===== src/rtl/pe_link_tx.sv =====
// Credit-based link transmitter: buffers a local word stream in a FIFO and
// injects at most one word per cycle onto the east link while credit remains.
module pe_link_tx #(
   parameter int DATA_WIDTH      = 32,
   parameter int EAST_WIDTH      = 130,
   parameter int FIFO_DEPTH_BITS = 3,
   parameter int CREDITS         = 4
) (
   input  logic                       clk,
   input  logic                       reset,
   input  logic                       ap_start,
   input  logic [DATA_WIDTH-1:0]      din,
   input  logic                       din_last,
   input  logic                       din_valid,
   output logic                       din_ready,
   input  logic [EAST_WIDTH-1:0]      in_from_east,
   output logic [EAST_WIDTH-1:0]      out_to_east,
   output logic [7:0]                 credit_count,
   output logic [FIFO_DEPTH_BITS:0]   fifo_count,
   output logic                       credit_err
);

   localparam int DEPTH = 1 << FIFO_DEPTH_BITS;
   localparam logic [FIFO_DEPTH_BITS:0] DEPTH_CNT = (FIFO_DEPTH_BITS+1)'(DEPTH);
   localparam logic [7:0] CREDIT_MAX = 8'(CREDITS);

   // Handshake: a word transfers on any rising edge where din_valid and
   // din_ready are both high; din_ready depends only on the registered count.
   logic [DATA_WIDTH:0]        mem [DEPTH];
   logic [FIFO_DEPTH_BITS-1:0] wr_ptr;
   logic [FIFO_DEPTH_BITS-1:0] rd_ptr;
   logic [DATA_WIDTH:0]        head;
   logic                       push;
   logic                       pop;
   logic                       credit_in;
   logic                       unused_bits;

   assign din_ready   = (fifo_count != DEPTH_CNT);
   assign push        = din_valid && din_ready;
   assign pop         = ap_start && (fifo_count != '0) && (credit_count != 8'd0);
   assign credit_in   = in_from_east[0];
   assign head        = mem[rd_ptr];
   assign unused_bits = ^in_from_east[EAST_WIDTH-1:1];

   always_ff @(posedge clk) begin
      if (push) begin
         mem[wr_ptr] <= {din_last, din};
      end
   end

   always_ff @(posedge clk) begin
      if (reset) begin
         wr_ptr       <= '0;
         rd_ptr       <= '0;
         fifo_count   <= '0;
         credit_count <= CREDIT_MAX;
         credit_err   <= 1'b0;
         out_to_east  <= '0;
      end else begin
         if (push) begin
            wr_ptr <= wr_ptr + (FIFO_DEPTH_BITS)'(1);
         end
         if (pop) begin
            rd_ptr <= rd_ptr + (FIFO_DEPTH_BITS)'(1);
         end

         case ({push, pop})
            2'b10:   fifo_count <= fifo_count + (FIFO_DEPTH_BITS+1)'(1);
            2'b01:   fifo_count <= fifo_count - (FIFO_DEPTH_BITS+1)'(1);
            default: fifo_count <= fifo_count;
         endcase

         // A returning credit at the ceiling is a protocol error by the receiver.
         if (pop && !credit_in) begin
            credit_count <= credit_count - 8'd1;
         end else if (!pop && credit_in) begin
            if (credit_count == CREDIT_MAX) begin
               credit_err <= 1'b1;
            end else begin
               credit_count <= credit_count + 8'd1;
            end
         end

         // The link carries a one-cycle beat per word; idle cycles drive zero.
         out_to_east <= '0;
         if (pop) begin
            out_to_east[DATA_WIDTH-1:0] <= head[DATA_WIDTH-1:0];
            out_to_east[DATA_WIDTH]     <= 1'b1;
            out_to_east[DATA_WIDTH+1]   <= head[DATA_WIDTH];
         end
      end
   end

endmodule


===== config.mk =====
export PLATFORM = sky130hd
export DESIGN_NAME = pe_link_tx
export DESIGN_NICKNAME = d
export VERILOG_FILES = /design/src/rtl/pe_link_tx.sv
export SDC_FILE = /design/constraint.sdc
export NUM_CORES = 1
export LEC_CHECK = 0
export CAP_MARGIN = 20
export CORE_AREA = 2 2 183 185
export CTS_CLUSTER_SIZE = 28
export DETAILED_ROUTE_END_ITERATION = 12
export DIE_AREA = 0 0 185 187
export MAX_ROUTING_LAYER = met4
export PLACE_DENSITY = 0.66
export SKIP_LAST_GASP = 1
export SLEW_MARGIN = 20
export SYNTH_ARGS = -nofsm -noshare
export SYNTH_HDL_FRONTEND = slang
export SYNTH_SLANG_ARGS = --single-unit

===== constraint.sdc =====
create_clock -name clk -period 5.7 [get_ports clk]
set_input_delay 1.14 -clock clk [delete_from_list [all_inputs] [get_ports clk]]
set_output_delay 1.14 -clock clk [all_outputs]
set_load 0.01 [all_outputs]

== Word-level counts from Yosys, hierarchy flattened ==
Memory sizes are Yosys's and may differ from the RTL's. A register that Yosys moved wholly into a read port is not among the register bits.
Cells that the tools add are included.
Storage, ports and cells
  bits in registers: 149
  output and inout bits: 144
  word-level logic and storage cells: 45
  bits of input ports: 167
  memories: 1
  bits in writable memories: 264
Operators by class
  bitwise logic cells: 2
  eq/ne operators: 5
  reduce and logical (&&, ||, !) cells: 14
  $add $sub $neg: 6
  multiplexer cells: 9
Memory list
  mem: depth 8, bits a word 33, rd ports 1, clocked after memory_dff 1, write ports 1, line 29  | logic [DATA_WIDTH:0] mem [DEPTH];
Operators with widths (count)
  34-bit two-way mux: 1
  8-bit two-way mux: 3
  8-bit by 1-bit adder with 8-bit output, second input constant: 1
  8-bit by 3-bit equality test with 1-bit output, second input constant: 1
  4-bit one-hot mux with 2 select lines: 1
  8-bit nonzero test: 1
  8-bit by 1-bit subtractor with 8-bit output, second input constant: 1
  3-bit by 1-bit adder with 3-bit output, second input constant: 2
  3-bit two-way mux: 2
  1-bit logical AND: 5
  4-bit by 1-bit adder with 4-bit output, second input constant: 1
  4-bit != test, second input constant: 1
  2-bit nonzero test: 2
  4-bit nonzero test: 1
  4-bit by 1-bit subtractor with 4-bit output, second input constant: 1
  3-bit AND reduction: 1
  2-bit by 1-bit equality test with 1-bit output, second input constant: 1
  2-bit equality test, second input constant: 1
  1-bit logical NOT: 2
  1-bit two-way mux: 2
  2-bit != test, second input constant: 1
  1-bit inverter: 2
  2-bit AND reduction: 1
  2-bit OR reduction: 1

== Logic depth before layout (Yosys ltp) ==
  depth after elaboration: 7
  depth in mapped cells: 14
  gate-level depth less buffers: 11

== Least setup slack after synthesis ==
OpenSTA, ideal clock, no wires.
  kind: in2reg
  start point: input din_valid
  end point: memory mem[0][0] in the netlist's numbering, enable pin
  slack: 739 ps
  required time: 5194 ps
  cell stages on the path: 2
  setup time: 506 ps
  path buffers: 0
  data arrival time: 4455 ps
  path through: nand2_1 > nor4_1
Between the ends
  word-level cells in the longest chain between the ends: 3
Ends and longest elaborated chain
  from (decl): line 14  | input logic din_valid,
  1-bit logical AND: line 39  | assign push = din_valid && din_ready;
  1-bit two-way mux: line 46  | if (push) begin
  1-bit two-way mux (implied by the code): line 47  | mem[wr_ptr] <= {din_last, din};
  to (decl): line 29
No other way between the ends.

== Worst setup path in the final report ==
  start point: input ap_start
  end point: register credit_count[6]
Between the ends
  word-level cells in the longest chain between the ends: 6
  elaborated cells on any way between the ends: 9
  classes of those cells: eq/ne (1); mux (1); reduce/logical (7)
Ends and longest elaborated chain
  from (decl): line 11  | input logic ap_start,
  1-bit logical AND * (2 in series): line 40  | assign pop = ap_start && (fifo_count != '0) && (credit_count != 8'd0);
  via pop: line 34  | logic pop;
  1-bit logical NOT: line 76  | end else if (!pop && credit_in) begin
  1-bit logical AND: line 76
  2-bit nonzero test (no line)
  2-bit AND reduction (no line)
  to (signal assigned): line 75  | credit_count <= credit_count - 8'd1;
  to (signal assigned): line 80  | credit_count <= credit_count + 8'd1;
  to (decl): line 18  | output logic [7:0] credit_count,
The timed path passes the listed nets; every way through them passes the cells marked *.
A chain may end at the register's enable or synchronous reset.

==> flow_summary_export.csv <==
group,metric,value,unit
critical_path,crit_buf_inv,1,
layout,fillers,2835,
routing,wl_met1,10060,um
global_routing,grt_pass1_vias,5938,
pwr,p_leak,4.903,nW
clock_network,cts.sinks,320,
floorplanning,die_area,0.03460,mm2
clock_network,cts_tree,"built",
global_routing,grt_antenna_before_repair,3,
routing,first_pass_iters,4,
routing,drc_errors,0,
worst_hold_path,holdPathEnd,"credit_err",
place,dp_hpwl,12650,um
floorplanning,rows,67,
layout,seqCellArea,0.009057,mm2
routing,drt_iter0_markers,368,
synth,async_flop_share,0,%
clock_network,ctsHtreeMaxLevel,2,
clock_network,cts_resized,0,
timing,finalHoldViolations,0,
global_routing,grt_start_max_net_pins,67,
synth,ys_seq_area_share,70.06,%
timing,fmax,289.7,MHz
synth,synth_edf_count,264,
pwr,power.density,415.0,mW/mm2
synth,synthCells,726,
floorplanning,initial_utilization,39.30,%
critical_path,rr_startpoint,"credit_count[3]",
global_routing,grt_use_total,14.20,%
pwr,power_switching_share,26.38,%
floorplanning,core,0.03286,mm2
clock_network,hold_buffers,0,
clock_network,clk_pin_slew,0.06,ns
critical_path,worst-setup-path-type,"in2reg",
pwr,power_frac_comb,19.5,%
critical_path,r2r_end,"credit_count[6]",
floorplanning,boundaryPins,311,
clock_network,ctsRootBufferMaster,"clkbuf_16",
outcome,status,"completed",
pwr,p_switching,1.640,mW
critical_path,cp-start-kind,"input pin",
critical_path,startpoint,"ap_start",
routing,wl,23650,um
timing,finClkSkew,0.01578,ns
layout,multi_input_area,0.003319,mm2
synth,synth_top_area_share,61.38,%
synth,synth.most_common_cell,"edfxtp_1",
critical_path,cp.required,6.05,ns
layout,drive_above_1_share,17.94,%
timing,tns,0,ns
synth,ys_top_cells_by_area,"edfxtp_1 61%, mux4_2 12%, dfxtp_1 8.7%, buf_4 5.9%, mux2i_1 2.7%",
pwr,power.internal,4.577,mW
global_routing,grt_overflow,0,
pwr,total_power,6.217,mW
place,io_buffers,85,
critical_path,worstPathArrival,3.80,ns
layout,fin_nets,1003,
critical_path,cp_slowest_cell,"a31oi_2",
clock_network,clkLatencyLatePin,0.51,ns
synth,synth_top_area_cell,"edfxtp_1",
clock_network,cts_buffers,35,
pwr,power_frac_seq,46.6,%
critical_path,rrSetupSlack,2.64,ns
critical_path,critical_path_depth,12,
critical_path,critical-path-top-delay-family,"compound AO/OA/AOI/OAI gates",
floorplanning,dieWidth,185,um
layout,area_growth,15.99,%
synth,synth_warnings,0,
routing,avgViaCountPerCell,4.685,
clock_network,cts_buffer_depth,3,
synth,ys_seq_elements,320,
pwr,clkPwrFrac,33.8,%
timing,finalSetupViolations,0,
timing,period_needed,3.452,ns
routing,ant_nets,0,
routing,route.vias.total,6109,
run,cap_violations,0,
routing,wl_met2,11820,um
timing,slew_violations,0,
critical_path,critPathMaxStageDelay,0.49,ns
timing,slew-limit-headroom,31.85,%
timing,period_share,60.56,%
synth,yosys_most_used_dff,"edfxtp_1",
clock_network,postCtsSetupBuffers,0,
synth,ys_top_cells_by_count,"264 x edfxtp_1, 102 x buf_4, 66 x mux4_2",
routing,wl_met3,1352,um
timing,tightest_slew,1.022,ns
critical_path,worst-path-max-fanout,8,
worst_hold_path,hold_depth,2,
pwr,vdd_drop_max,0.0001857,V
critical_path,path_cells,"clkdlybuf4s50_1 -> o41ai_1 -> a31oi_2 -> ha_1 -> xor2_1 -> ha_1 -> a21boi_0 -> o22a_1 -> a21oi_1 -> o31ai_2 -> xor2_1 -> nor2_1",
timing,rsz0062_at_grt,"false",
critical_path,worst_setup_path_end_kind,"flip-flop",
synth,syn_area_per_cell,17.79,um2
worst_hold_path,hp-start,"credit_err",
critical_path,reg2reg_depth,11,
routing,wire_per_inst,18.14,um
place,globalplace.congestion,0.7589,
floorplanning,dieHeight,187,um
synth,synth.distinct_cells,55,
synth,syn_area,0.01291,mm2
routing,maxUsedRoutingLayer,"met4",
global_routing,grt_pass1_wl,35820,um
worst_hold_path,min_path_type,"reg2reg",
==> kinds of logic after synthesis <==
kind of cell,count (synthesis),synth area share [%]
AO/OA/AOI/OAI,33,1.996
XOR/XNOR,18,1.279
multiplexers,101,14.22
other,1,0.02904
AND/OR/NAND/NOR,107,3.991
flip-flops,320,70.06
adder cells (fa/ha/maj),10,1.027
buffers and inverters,136,7.392
==> final cells by class <==
type | count | share of cell area (%)
multi-input cells | 365 | 22.16
repair buffers | 96 | 6.231
well taps | 448 | 3.742
clock buffers | 47 | 6.348
diodes | 3 | 0.05011
flip-flops and latches | 320 | 60.46
inverters | 8 | 0.2005
clock inverters | 17 | 0.8102
==> power groups by stage <==
| stage | clock network [mW] | logic [mW] | registers, mW |
|---|---|---|---|
| 6_report | 2.10 | 1.21 | 2.90 |
| 5_1_grt | 2.25 | 1.34 | 2.94 |
| 4_1_cts | 2.16 | 1.24 | 2.91 |
| 3_3_place_gp | 0 | 1.22 | 2.95 |
| 2_1_floorplan | 0 | 0.998 | 2.87 |
| 3_5_place_dp | 0 | 1.24 | 2.96 |
==> cells in the final DEF (no fill, tap or decap), types with 2 or more instances in the layout <==
cell type        Yosys  layout
clkbuf_1             8       9
ha_1                 9       9
mux2i_1             35      35
nand3b_1             3       3
clkbuf_16            0      35
a21oi_1             12      12
and4b_1              2       2
a31oi_2              2       2
dfxtp_1             56      53
diode_2              0       3
buf_4              102      11
xor2_1              11      11
dfxtp_4              0       2
nor3_1               9       5
nor3_2               1       5
xnor2_1              6       6
clkbuf_8             1       3
inv_6                0       3
clkinv_2             0       7
clkinvlp_4           0       2
nand3_1              5       5
inv_1                7       7
nor2_4               0       3
nor2b_1              2       2
nand2_1             14      14
nand2b_1             4       3
mux4_2              66      66
nor2_1              57      54
o21ai_0              3       3
clkinv_1             0       4
conb_1               1      96
clkdlybuf4s50_1      0      85
and4_1               2       2
edfxtp_1           264     264
==> flip-flops by register name, summed over array words and instances (netlist names), named ones only <==
register      flops
mem             264
out_to_east      34
credit_count      8
fifo_count        4
rd_ptr            3
wr_ptr            3
credit_err        1
==> worst max-delay path by stage <==
stage | endpoint | slack [ns]
5_1_grt | credit_count[7] | 1.98
4_1_cts | credit_count[6] | 2.23
3_5_place_dp | credit_count[6] | 1.72
2_1_floorplan | mem[0][0] | 0.74
6_report | credit_count[6] | 2.25
3_3_place_gp | credit_count[7] | 1.71
==> worst min-delay path, stage by stage (launching register included) <==
cell and delay, ns:
dfxtp_1 0.33, a21oi_1 0.04, nor2_1 0.08
==> layer usage <==
layer / vias up / global-route usage [%]
met2: 209 / 22.86
met4: 0 / 3.816
met3: 35 / 2.979
li1: 2785 / -
met1: 3080 / 18.37
met5: - / -
==> stage by stage <==
step	hold slack, ns	setup slack, ns	utilization (%)	cell area, um2	instances
2_1_floorplan	0.4847	0.7393	-	13270	821
3_5_place_dp	0.4756	1.721	42.30	13900	1237
5_1_grt	0.5544	1.985	45.59	14980	1304
6_report	0.4881	2.248	45.59	14980	1304
3_3_place_gp	0.4732	1.711	42.30	13900	1237
4_1_cts	0.4946	2.233	45.56	14970	1301
Note: power is estimated with default switching activity, not from simulation.
